## config.mk

```make
export PLATFORM = sky130hd
export DESIGN_NAME = lcd_byte_sender
export DESIGN_NICKNAME = d
export VERILOG_FILES = /design/src/rtl/lcd_byte_sender.sv
export SDC_FILE = /design/constraint.sdc
export NUM_CORES = 1
export LEC_CHECK = 0
export ABC_AREA = 1
export CORE_ASPECT_RATIO = 1.1
export CORE_MARGIN = 4
export CORE_UTILIZATION = 35
export CTS_CLUSTER_SIZE = 25
export DETAILED_ROUTE_END_ITERATION = 6
export GPL_TIMING_DRIVEN = 0
export SETUP_SLACK_MARGIN = 0.1
export SYNTH_ARGS = -nofsm -noshare
export SYNTH_HDL_FRONTEND = slang
export SYNTH_SLANG_ARGS = --single-unit
```

## constraint.sdc

```tcl
create_clock -name clk -period 2 [get_ports clk]
set_input_delay 0.6 -clock clk [delete_from_list [all_inputs] [get_ports clk]]
set_output_delay 0.6 -clock clk [all_outputs]
set_load 0.02 [all_outputs]
```

## src/rtl/lcd_byte_sender.sv

```systemverilog
// Sends one LCD byte as two 4-bit nibbles through the write_cycle handshake, then waits the settle delay.
// Define LCD_LONG_DELAY_EN to give clear/home commands (rs=0, 8'h01/8'h02) the long settle delay.
module lcd_byte_sender #(
  parameter int DELAY_CYCLES      = 2000,
  parameter int LONG_DELAY_CYCLES = 82000
) (
  input  logic       clk,
  input  logic       rst,
  input  logic       start,
  input  logic       rs_in,
  input  logic [7:0] data_in,
  input  logic       wr_finish,
  output logic       wr_enable,
  output logic       lcd_rs,
  output logic       lcd_rw,
  output logic [3:0] lcd_db,
  output logic       busy,
  output logic       done
);

  localparam int CW = $clog2(LONG_DELAY_CYCLES + 1);
  localparam logic [CW-1:0] SHORT_LOAD = CW'(DELAY_CYCLES - 1);
  localparam logic [CW-1:0] LONG_LOAD  = CW'(LONG_DELAY_CYCLES - 1);

  typedef enum logic [2:0] {IDLE, HI_REQ, HI_WAIT, LO_REQ, LO_WAIT, DELAY} state_t;

  state_t          state;
  logic [7:0]      byte_q;
  logic            rs_q;
  logic [CW-1:0]   cnt;
  logic [CW-1:0]   dly_load;
  logic            clr_home;

  assign clr_home = !rs_q && (byte_q == 8'h01 || byte_q == 8'h02);

`ifdef LCD_LONG_DELAY_EN
  assign dly_load = clr_home ? LONG_LOAD : SHORT_LOAD;
`else
  // Long delay only sizes the counter in this build.
  logic unused_long;
  assign unused_long = &{1'b0, clr_home, LONG_LOAD};
  assign dly_load    = SHORT_LOAD;
`endif

  always_ff @(posedge clk) begin
    if (rst) begin
      state     <= IDLE;
      byte_q    <= 8'h00;
      rs_q      <= 1'b0;
      cnt       <= '0;
      wr_enable <= 1'b0;
      lcd_rs    <= 1'b0;
      lcd_rw    <= 1'b0;
      lcd_db    <= 4'h0;
      busy      <= 1'b0;
      done      <= 1'b0;
    end else begin
      wr_enable <= 1'b0;
      done      <= 1'b0;
      lcd_rw    <= 1'b0;
      case (state)
        IDLE: if (start) begin
          byte_q <= data_in;
          rs_q   <= rs_in;
          lcd_db <= data_in[7:4];
          lcd_rs <= rs_in;
          busy   <= 1'b1;
          state  <= HI_REQ;
        end
        HI_REQ: begin
          wr_enable <= 1'b1;
          state     <= HI_WAIT;
        end
        // A finish coincident with our own request pulse belongs to an older write.
        HI_WAIT: if (wr_finish && !wr_enable) begin
          lcd_db <= byte_q[3:0];
          state  <= LO_REQ;
        end
        LO_REQ: begin
          wr_enable <= 1'b1;
          state     <= LO_WAIT;
        end
        LO_WAIT: if (wr_finish && !wr_enable) begin
          cnt   <= dly_load;
          state <= DELAY;
        end
        DELAY: begin
          if (cnt == '0) begin
            busy  <= 1'b0;
            done  <= 1'b1;
            state <= IDLE;
          end else begin
            cnt <= cnt - 1'b1;
          end
        end
        default: state <= IDLE;
      endcase
    end
  end

endmodule

```

# Word-level counts from Yosys, hierarchy flattened
# Cells that the tools add are included.
op_classes:
  bitwise: 1
  n_eq_ne: 10
  add_sub_neg: 1
  muxes: 16
  n_reduce_logical: 14
ops:
  columns: ["cell", "n"]
  rows:
  - ["2-to-1 mux 17 bit", 2]
  - ["case mux 17 bit (2 select lines)", 1]
  - ["case mux 3 bit (6 select lines)", 1]
  - ["logical NOT 17 bit", 1]
  - ["subtractor 17 x 1 -> 17 bit, second input constant", 1]
  - ["2-to-1 mux 3 bit", 4]
  - ["!= test 2 bit, second input constant", 5]
  - ["AND reduction 3 bit", 3]
  - ["2-to-1 mux 4 bit", 2]
  - ["case mux 4 bit (2 select lines)", 1]
  - ["equality test 3 x 2 -> 1 bit, second input constant", 2]
  - ["equality test 3 bit, second input constant", 2]
  - ["nonzero test 2 bit", 3]
  - ["2-to-1 mux 1 bit", 4]
  - ["AND reduction 4 bit", 1]
  - ["OR reduction 2 bit", 2]
  - ["equality test 3 x 1 -> 1 bit, second input constant", 1]
  - ["logical NOT 3 bit", 1]
  - ["case mux 1 bit (2 select lines)", 1]
  - ["AND reduction 2 bit", 1]
  - ["logical AND 1 bit", 1]
  - ["logical NOT 1 bit", 1]
  - ["NOT 1 bit", 1]
totals:
  out_inout_bits: 9
  regBits: 32
  inputBits: 13
  elab_cells: 50

# Longest topological paths before layout
# Gate-level depths: netlist (run 1).
depth:
  depth_word: 4
  depth_mapped: 10

# Least setup slack after synthesis (run 1)
# No wires, ideal clock.
synth_path:
  path_kind: "reg-to-reg"
  startpoint: "reg cnt[0]"
  endpoint: "reg cnt[15]"
  setup_slack_ps: 427
  t_arrival_ps: 1440
  required_ps: 1868
  path_stages_with_launch: 11
  cell_sequence: "dfxtp_1 > inv_1 > ha_1 > nand2_4 > nor2_8 > nand3_4 > nand2_4 > nand2_4 > buf_6 > nand2_1 > a21oi_1"
synth_between:
  elab_chain_cells: 3
  elab_cells_between_ends: 6
  classes_between: "add/sub (1); eq/ne (1); mux (2); reduce/logical (2)"
synth_lines:
  columns: ["element", "line", "text"]
  rows:
  - ["from (decl)", "30", "logic [CW-1:0] cnt;"]
  - ["from (signal assigned)", "84", "cnt <= dly_load;"]
  - ["from (signal assigned)", "93", "cnt <= cnt - 1'b1;"]
  - ["subtractor 17 x 1 -> 17 bit / logical NOT 17 bit (equally long branches)", "93, 88", null]
  - ["2-to-1 mux 17 bit / != test 2 bit (equally long branches)", null, null]
  - ["case mux 17 bit (2 select lines) / AND reduction 3 bit (equally long branches)", null, null]
# Several ways; a longest one is shown, not always the timed one. The select of a mux whose other input is x is not followed.
# A chain may end at the register's enable or synchronous reset.

# Worst setup path in the final report (run 1)
layout_path:
  startpoint: "reg lcd_db[0]"
  endpoint: "out lcd_db[0]"
layout_rtl:
  columns: ["element", "line", "text"]
  rows:
  - ["from (decl)", "16", "output logic [3:0] lcd_db,"]
  - ["from (signal assigned)", "65", "lcd_db <= data_in[7:4];"]
  - ["from (signal assigned)", "76", "lcd_db <= byte_q[3:0];"]
# No word-level cell between the ends.

==> flow_metrics.tcl, run 1 <==
set metrics [dict create \
    cp.depth 1 \
    routabilityCongestion 0.860 \
    synth_top_family_by_area "simple AND/OR/NAND/NOR gates" \
    cts_made_buffers 5 \
    root_buffer "clkbuf_8" \
    ys_types 36 \
    die-height_um 84.3 \
    clk_path_buf_depth 2 \
    crit_end "lcd_db[0]" \
    final_common_cell "nand2_1" \
    yosys_warnings 0 \
    cpLargestDelayFamily "buffers and inverters" \
    hold_path_class "flop to flop" \
    clock_sinks 32 \
    arrival_ps 1220 \
    synth_mux_area_share_pct 0 \
    routed_wl_um 4390 \
    synth_seq_area_share_pct 34.6 \
    synth-compound-area-share_pct 11.6 \
    p_leak_nw 0.998 \
    place_hpwl_um 3230 \
    period_share_pct 91.2 \
    syn_nets 290 \
    n_fill_cell 534 \
    synthAdderAreaFrac_pct 0.675 \
    antennaDiodeCount 0 \
    drv_slew 0 \
    route.detailed.drc 0 \
    max-vdd-ir-drop_uv 627 \
    final_cell_mix "nand2_1 (78), nor2_1 (33), dfxtp_1 (32)" \
    drtIter0Drc 117 \
    period_minus_slack_ps 1820 \
    cts_hold_repair.buffers 0 \
    grt_antenna_before_repair 0 \
    fin_ws_ps 176 \
    status "finished clean" \
    path_max_fanout 2 \
    wire_per_inst_um 12.1 \
    fin_skew_ps 9.73 \
    overflow 0 \
    fmax_mhz 548 \
    drive_gt1_share_pct 13.1 \
    grt_pass1_wl_um 7790 \
    ys_seq_elements 32 \
    cts_tree "yes" \
    cts_max_level 2 \
    grt_pass1_vias 1697 \
    slowest_delay_ps 610 \
    netlist_instances 276 \
    place_ws_ps -230 \
    regToRegEndpoint "cnt[4]" \
    regToRegSetupSlack_ps 280 \
    initial_core_util_pct 36.6 \
    power_density_nw_per_um2 1660 \
    ios 22 \
    io_buffer_count 19 \
    fp.coreArea_um2 5070 \
    clk_pin_slew_worst_paths_ps 70 \
    clock_latency_ps 280 \
    worstSetupPathType "flop to output pin" \
    rows 27 \
    layout-area-overhead-vs-synth_pct 23.1 \
    fp.dieW_um 77.4 \
    rr_startpoint "cnt[0]" \
    ant_nets 0 \
    synth-simple-area-share_pct 42.7 \
    dieArea_um2 6520 \
    synth_xor_area_share_pct 1.42 \
    dr.pass1.iters 4 \
    worstPathRequired_ps 1400 \
    timing.critical_path.from_type "flop" \
    num-nets-final 318 \
    vias 1777 \
    rsz0062_at_grt "no" \
    finalHoldViolCount 0 \
    setup_violations 0 \
    maxCapViolCount 0 \
    startpoint "lcd_db[0]" \
    worstSetupEndpointType "output pin" \
    rr_worst_depth 10 \
    place_area_um2 2120 \
    grt_use_total_pct 14.8 \
    grt_max_degree 11 \
    path_cells "clkdlybuf4s50_1" \
    avgSynthCellArea_um2 6.71 \
    viasPerCell 4.90 \
    stdcell_area_um2 2280 \
    critPathBufInv 1 \
    synth_area_um2 1850 \
    fin_util_pct 45.0 \
    cp_slowest_cell "clkdlybuf4s50_1" \
]
-- sequential cells by signal (all words and copies together) (netlist names) --
signal	count
wr_enable	1
byte_q	4
lcd_rs	1
busy	1
state	3
cnt	17
lcd_db	4
done	1
-- through the flow --
stage	instances	power (mW)	hold WS, ps	TNS [ps]
floorplan	276	2.61	445	0
global placement	353	3.04	453	-3200
detailed placement	353	3.06	456	-2780
CTS	361	3.77	468	0
global route	363	4.14	483	0
finish	363	3.79	468	0
-- worst min-delay path by stage --
stage / from / endpoint / slack, ps / depth (start not counted)
detailed placement: busy / busy / 460 / 2
global route: busy / busy / 480 / 2
CTS: busy / busy / 470 / 2
floorplan: byte_q[0] / byte_q[0] / 450 / 2
finish: busy / busy / 470 / 2
global placement: busy / busy / 450 / 2
-- Yosys cell counts, drive strengths merged --
| master | count | area share (%) |
|---|---|---|
| dfxtp | 32 | 35 |
| a31oi | 5 | 1.7 |
| ha | 1 | 0.68 |
| clkbuf | 2 | 0.41 |
| buf | 7 | 3.1 |
| nand2 | 82 | 18 |
| nand4 | 2 | 1.0 |
| o31ai | 1 | 0.41 |
| xnor2 | 1 | 0.47 |
| inv | 26 | 5.3 |
| a21oi | 22 | 5.9 |
| xor2 | 2 | 0.95 |
| nand3b | 2 | 0.81 |
| o21ai | 11 | 3.6 |
| or2 | 2 | 0.68 |
| nand3 | 33 | 9.9 |
| nor2 | 39 | 9.9 |
| conb | 1 | 0.20 |
| nor3 | 5 | 2.6 |
-- layout make-up --
| cell class | instances | area [µm²] | share of cell area (%) |
|---|---|---|---|
| plain buffers | 9 | 65.1 | 2.85 |
| inverters | 26 | 97.6 | 4.28 |
| clock inverters | 1 | 30.0 | 1.32 |
| repair buffers | 21 | 205 | 9.00 |
| flip-flops and latches | 32 | 641 | 28.1 |
| well taps | 58 | 72.6 | 3.18 |
| clock buffers | 7 | 96.3 | 4.22 |
| multi-input cells | 209 | 1070 | 47.1 |
-- tightest hold or removal path: cells and delay by family, from the launching register on --
| family | cells | cell delay, ps |
|---|---|---|
| flops | 1 | 310 |
| simple gates | 1 | 60 |
| compound gates | 1 | 50 |
-- metal layers --
| layer | part of all wire [%] | track usage [%] | up-vias |
|---|---|---|---|
| met4 | 0.96 | 4.69 | 0 |
| met5 | 0 | 0 | - |
| li1 | - | - | 944 |
| met1 | 46 | 17.7 | 798 |
| met2 | 49 | 26.0 | 31 |
| met3 | 4.1 | 3.43 | 4 |
-- power by group --
group          switching (mW)  internal (mW)
logic                    1.34          0.822
clock network           0.250          0.440
registers               0.138          0.798
-- cells by family after synthesis --
logic type      after synthesis
other cells                   1
compound gates               39
fa+ha+maj                     1
buf+inv                      35
flops                        32
simple gates                165
xor+xnor                      3
-- what timing repair did --
item / CTS / global route
setup buffers: 0 / 2
endpoints found under the setup margin: 9 / 15
resized for setup: 1 / 3
pin swaps: 0 / 1
(Power assumes the default switching activity.)
==> run 2: changes to the inputs <==
DONT_BUFFER_PORTS = 1   (was unset)
PLACE_DENSITY = 0.56   (was unset)
==> flow_metrics.tcl, run 2 (synthesis gave the netlist of run 1 again) <==
set metrics [dict create \
    post_cts_buffers 0 \
    rr_startpoint "cnt[0]" \
    dr.pass1.iters 4 \
    die-height_um 84.3 \
    grt_pass1_wl_um 7620 \
    whs_endpoint "byte_q[0]" \
    route.detailed.drc 0 \
    drive_gt1_share_pct 13.0 \
    setup_violations 0 \
    place_hpwl_um 3310 \
    final_cell_mix "nand2_1 (78), nor2_1 (34), dfxtp_1 (32)" \
    dieArea_um2 6520 \
    fp.coreArea_um2 5070 \
    path_max_fanout 10 \
    rows 27 \
    routabilityCongestion 0.827 \
    hold_path_class "input port to flop" \
    period_share_pct 88.4 \
    cts_tree "yes" \
    final_common_cell "nand2_1" \
    wire_per_inst_um 13.1 \
    hold_depth 2 \
    p_leak_nw 0.905 \
    slew_headroom_pct 65.4 \
    initial_core_util_pct 36.6 \
    cts_hold_repair.buffers 0 \
    overflow 0 \
    fmax_mhz 566 \
    drtIter0Drc 96 \
    regToRegEndpoint "cnt[3]" \
    largest_reg_flops 17 \
    fin_util_pct 40.2 \
    cts_max_level 2 \
    status "finished clean" \
    grt_pass1_vias 1613 \
    worstSetupEndpointType "flop" \
    vias 1695 \
    grt_antenna_before_repair 0 \
    timing.critical_path.from_type "flop" \
    fp.dieW_um 77.4 \
    hold_start "data_in[0]" \
    antennaDiodeCount 0 \
    power_density_nw_per_um2 1750 \
    grt_max_degree 12 \
    clock_sinks 32 \
    max-vdd-ir-drop_uv 638 \
    arrival_ps 1920 \
    routed_wl_um 4480 \
    drv_slew 0 \
    clk_path_buf_depth 2 \
    max_slew.worst_pin.slew_ps 519 \
    fin_skew_ps 5.29 \
    max_flop_register "cnt" \
    reg.largest.list "cnt (17), byte_q (4), lcd_db (4)" \
    io_buffer_count 0 \
    layout-area-overhead-vs-synth_pct 10.1 \
    finalHoldViolCount 0 \
    ant_nets 0 \
    power_mw 3.58 \
    period_minus_slack_ps 1770 \
    num-nets-final 297 \
    clock_latency_ps 280 \
    setup_tns_ps 0 \
    cts_made_buffers 5 \
    clk_pin_slew_worst_paths_ps 70 \
    cts.repair.resized 0 \
    root_buffer "clkbuf_8" \
    ios 22 \
    rr_worst_depth 10 \
    rsz0062_at_grt "no" \
    worstPathRequired_ps 2150 \
    worstSetupPathType "flop to flop" \
    maxCapViolCount 0 \
    regToRegSetupSlack_ps 230 \
    viasPerCell 4.96 \
    grt_use_total_pct 14.5 \
]
-- run 2: cell type report --
cell class	count	area (µm²)
Tap cell	58	72.6
Clock inverter	3	42.5
Clock buffer	5	68.8
Inverter	26	97.6
Multi-Input combinational cell	209	1050
Sequential cell	32	641
Buffer	9	65.1
Fill cell	544	3030
-- run 2: critical path: stages, from the launching register on --
cell,delay [ps]
dfxtp_1,320
inv_1,130
ha_2,290
nand2_4,110
nor2_8,150
nand3_4,100
nand2_4,150
nand2_4,100
buf_6,160
nand2_1,60
a21oi_1,50
-- run 2: worst max path at each step --
stage / depth (start not counted) / slack [ps] / to / from
after global routing: 10 / 100 / cnt[3] / cnt[0]
final: 10 / 230 / cnt[3] / cnt[0]
after floorplan: 10 / 430 / cnt[15] / cnt[0]
after global placement: 10 / 150 / cnt[15] / cnt[0]
after detailed placement: 10 / 160 / cnt[3] / cnt[0]
after CTS: 10 / 150 / cnt[3] / cnt[0]
-- run 2: metrics by stage --
| stage | hold WS (ps) | setup slack (ps) | std cells | cell area, µm² |
|---|---|---|---|---|
| after global routing | 447 | 99.7 | 342 | 2040 |
| after detailed placement | 460 | 157 | 334 | 1930 |
| after floorplan | 445 | 427 | 276 | 1850 |
| final | 455 | 233 | 342 | 2040 |
| after CTS | 449 | 146 | 342 | 2040 |
| after global placement | 460 | 148 | 334 | 1930 |
-- run 2: power by group --
group          switching (mW)  internal [mW]  leakage (nW)  total (mW)
logic                    1.25          0.693         0.590        1.94
clock network           0.254          0.368        0.0541       0.622
registers               0.217          0.798         0.261        1.02
-- run 2: layer usage --
layer  track usage, %  part of all wire (%)
met5                0                     0
met4             3.88                   1.1
met3             4.08                   4.8
met2             25.0                    48
met1             17.7                    46
==> run 3: changes to the inputs <==
CTS_CLUSTER_DIAMETER = 30   (was unset)
DONT_BUFFER_PORTS = unset   (was 1)
PLACE_DENSITY = 0.61   (was 0.56)
clock period = 2.01 ns   (was 2 ns; I/O delays follow)
==> flow_metrics.tcl, run 3 (synthesis gave the netlist of run 1 again) <==
set metrics [dict create \
    status "finished clean" \
    hold_start "lcd_rs" \
    rsz0062_at_grt "no" \
    fin_skew_ps 7.49 \
    root_buffer "clkbuf_8" \
    cts_max_level 2 \
    crit_end "lcd_db[1]" \
    power_density_nw_per_um2 1600 \
    max_slew.worst_pin.slew_ps 548 \
    arrival_ps 1240 \
    worstPathRequired_ps 1410 \
    viasPerCell 4.92 \
    rr_startpoint "cnt[0]" \
    ios 22 \
    layout-area-overhead-vs-synth_pct 19.7 \
    overflow 0 \
    cpLargestDelayFamily "buffers and inverters" \
    rows 27 \
    initial_core_util_pct 36.6 \
    grt_pass1_wl_um 7620 \
    path_max_fanout 2 \
    startpoint "lcd_db[1]" \
    clkPwrFrac_pct 14.0 \
    grt_use_total_pct 14.3 \
    cts_tree "yes" \
    period_minus_slack_ps 1840 \
    intPower_mw 1.84 \
    io_buffer_count 19 \
    grt_pass1_vias 1668 \
    max-vdd-ir-drop_uv 642 \
    grt_max_degree 12 \
    fin_ws_ps 169 \
    clk_pin_slew_worst_paths_ps 70 \
    regToRegEndpoint "cnt[15]" \
    reg.largest.list "cnt (17), byte_q (4), lcd_db (4)" \
    clock_sinks 32 \
    combPwrFrac_pct 59.7 \
    p_leak_nw 0.965 \
    fp.dieW_um 77.4 \
    ant_nets 0 \
    slowest_delay_ps 610 \
    fmax_mhz 543 \
    finalHoldViolCount 0 \
    die-height_um 84.3 \
    swShare_pct 48.3 \
    final_cell_mix "nand2_1 (78), nor2_1 (33), dfxtp_1 (32)" \
    wire_per_inst_um 12.2 \
    cts_made_buffers 5 \
    num-nets-final 316 \
    drtIter0Drc 62 \
    regToRegSetupSlack_ps 260 \
    place_ws_ps -237 \
    cp_slowest_cell "clkdlybuf4s50_1" \
    dr.pass1.iters 4 \
    max_flop_register "cnt" \
    drive_gt1_share_pct 12.2 \
    hold_path_class "flop to flop" \
    timing.critical_path.from_type "flop" \
    drv_slew 0 \
    fp.coreArea_um2 5070 \
    p_sw_mw 1.72 \
    maxCapViolCount 0 \
    worstSetupEndpointType "output pin" \
    register_area_um2 641 \
    post_cts_buffers 0 \
    routed_wl_um 4400 \
    n_fill_cell 540 \
    seq_power_share_pct 26.3 \
    critPathBufInv 1 \
    largest_reg_flops 17 \
    cp.depth 1 \
    period_share_pct 91.6 \
    path_cells "clkdlybuf4s50_1" \
    slew_headroom_pct 63.4 \
    clk_path_buf_depth 2 \
    rr_worst_depth 10 \
    worstSetupPathType "flop to output pin" \
    cts_hold_repair.buffers 0 \
    routabilityCongestion 0.852 \
    vias 1776 \
    antennaDiodeCount 0 \
    clock_latency_ps 280 \
    route.detailed.drc 0 \
    setup_violations 0 \
    final_common_cell "nand2_1" \
    place_hpwl_um 3260 \
    power_mw 3.56 \
    grt_antenna_before_repair 0 \
    multi_input_area_um2 1060 \
    dieArea_um2 6520 \
]
-- run 3: cell type report --
type,instances,share of cell area [%]
well taps,58,3.27
clock buffers,6,3.27
repair buffers,19,8.57
inverters,26,4.40
clock inverters,2,0.733
flip-flops and latches,32,28.9
plain buffers,9,2.93
multi-input cells,209,47.9
-- run 3: power groups by stage --
stage / clock [mW] / sequential (mW) / combinational (mW)
5_1_grt: 0.542 / 0.961 / 2.39
6_report: 0.499 / 0.935 / 2.12
3_3_place_gp: 0 / 0.945 / 2.07
3_5_place_dp: 0 / 0.947 / 2.09
4_1_cts: 0.519 / 0.934 / 2.12
2_1_floorplan: 0 / 0.984 / 1.61
-- run 3: layer usage --
metal  global-route usage, %  share of wire [%]
met5                       0                  0
met1                    17.1                 47
met2                    25.1                 47
met4                    4.85                1.5
met3                    3.33                4.5
-- run 3: worst min-delay path by stage --
stage                      to  slack, ps  cells past startpoint
floorplan           byte_q[0]        450                      2
global placement         busy        450                      2
detailed placement       busy        450                      2
CTS                      busy        470                      2
global route             busy        480                      2
finish                 lcd_rs        470                      2
-- run 3: metrics by stage --
stage	utilization (%)	cell area, µm²	TNS [ps]	instances	hold WS [ps]
detailed placement	41.8	2120	-3000	353	455
global placement	41.8	2120	-2830	353	455
floorplan	-	1850	0	276	445
CTS	43.7	2210	0	361	472
global route	43.8	2220	0	361	485
finish	43.8	2220	0	361	470
-- run 3: timing repair --
item	in CTS	in global routing
endpoints found under the setup margin	9	11
resized for setup	1	2
gates cloned	0	0
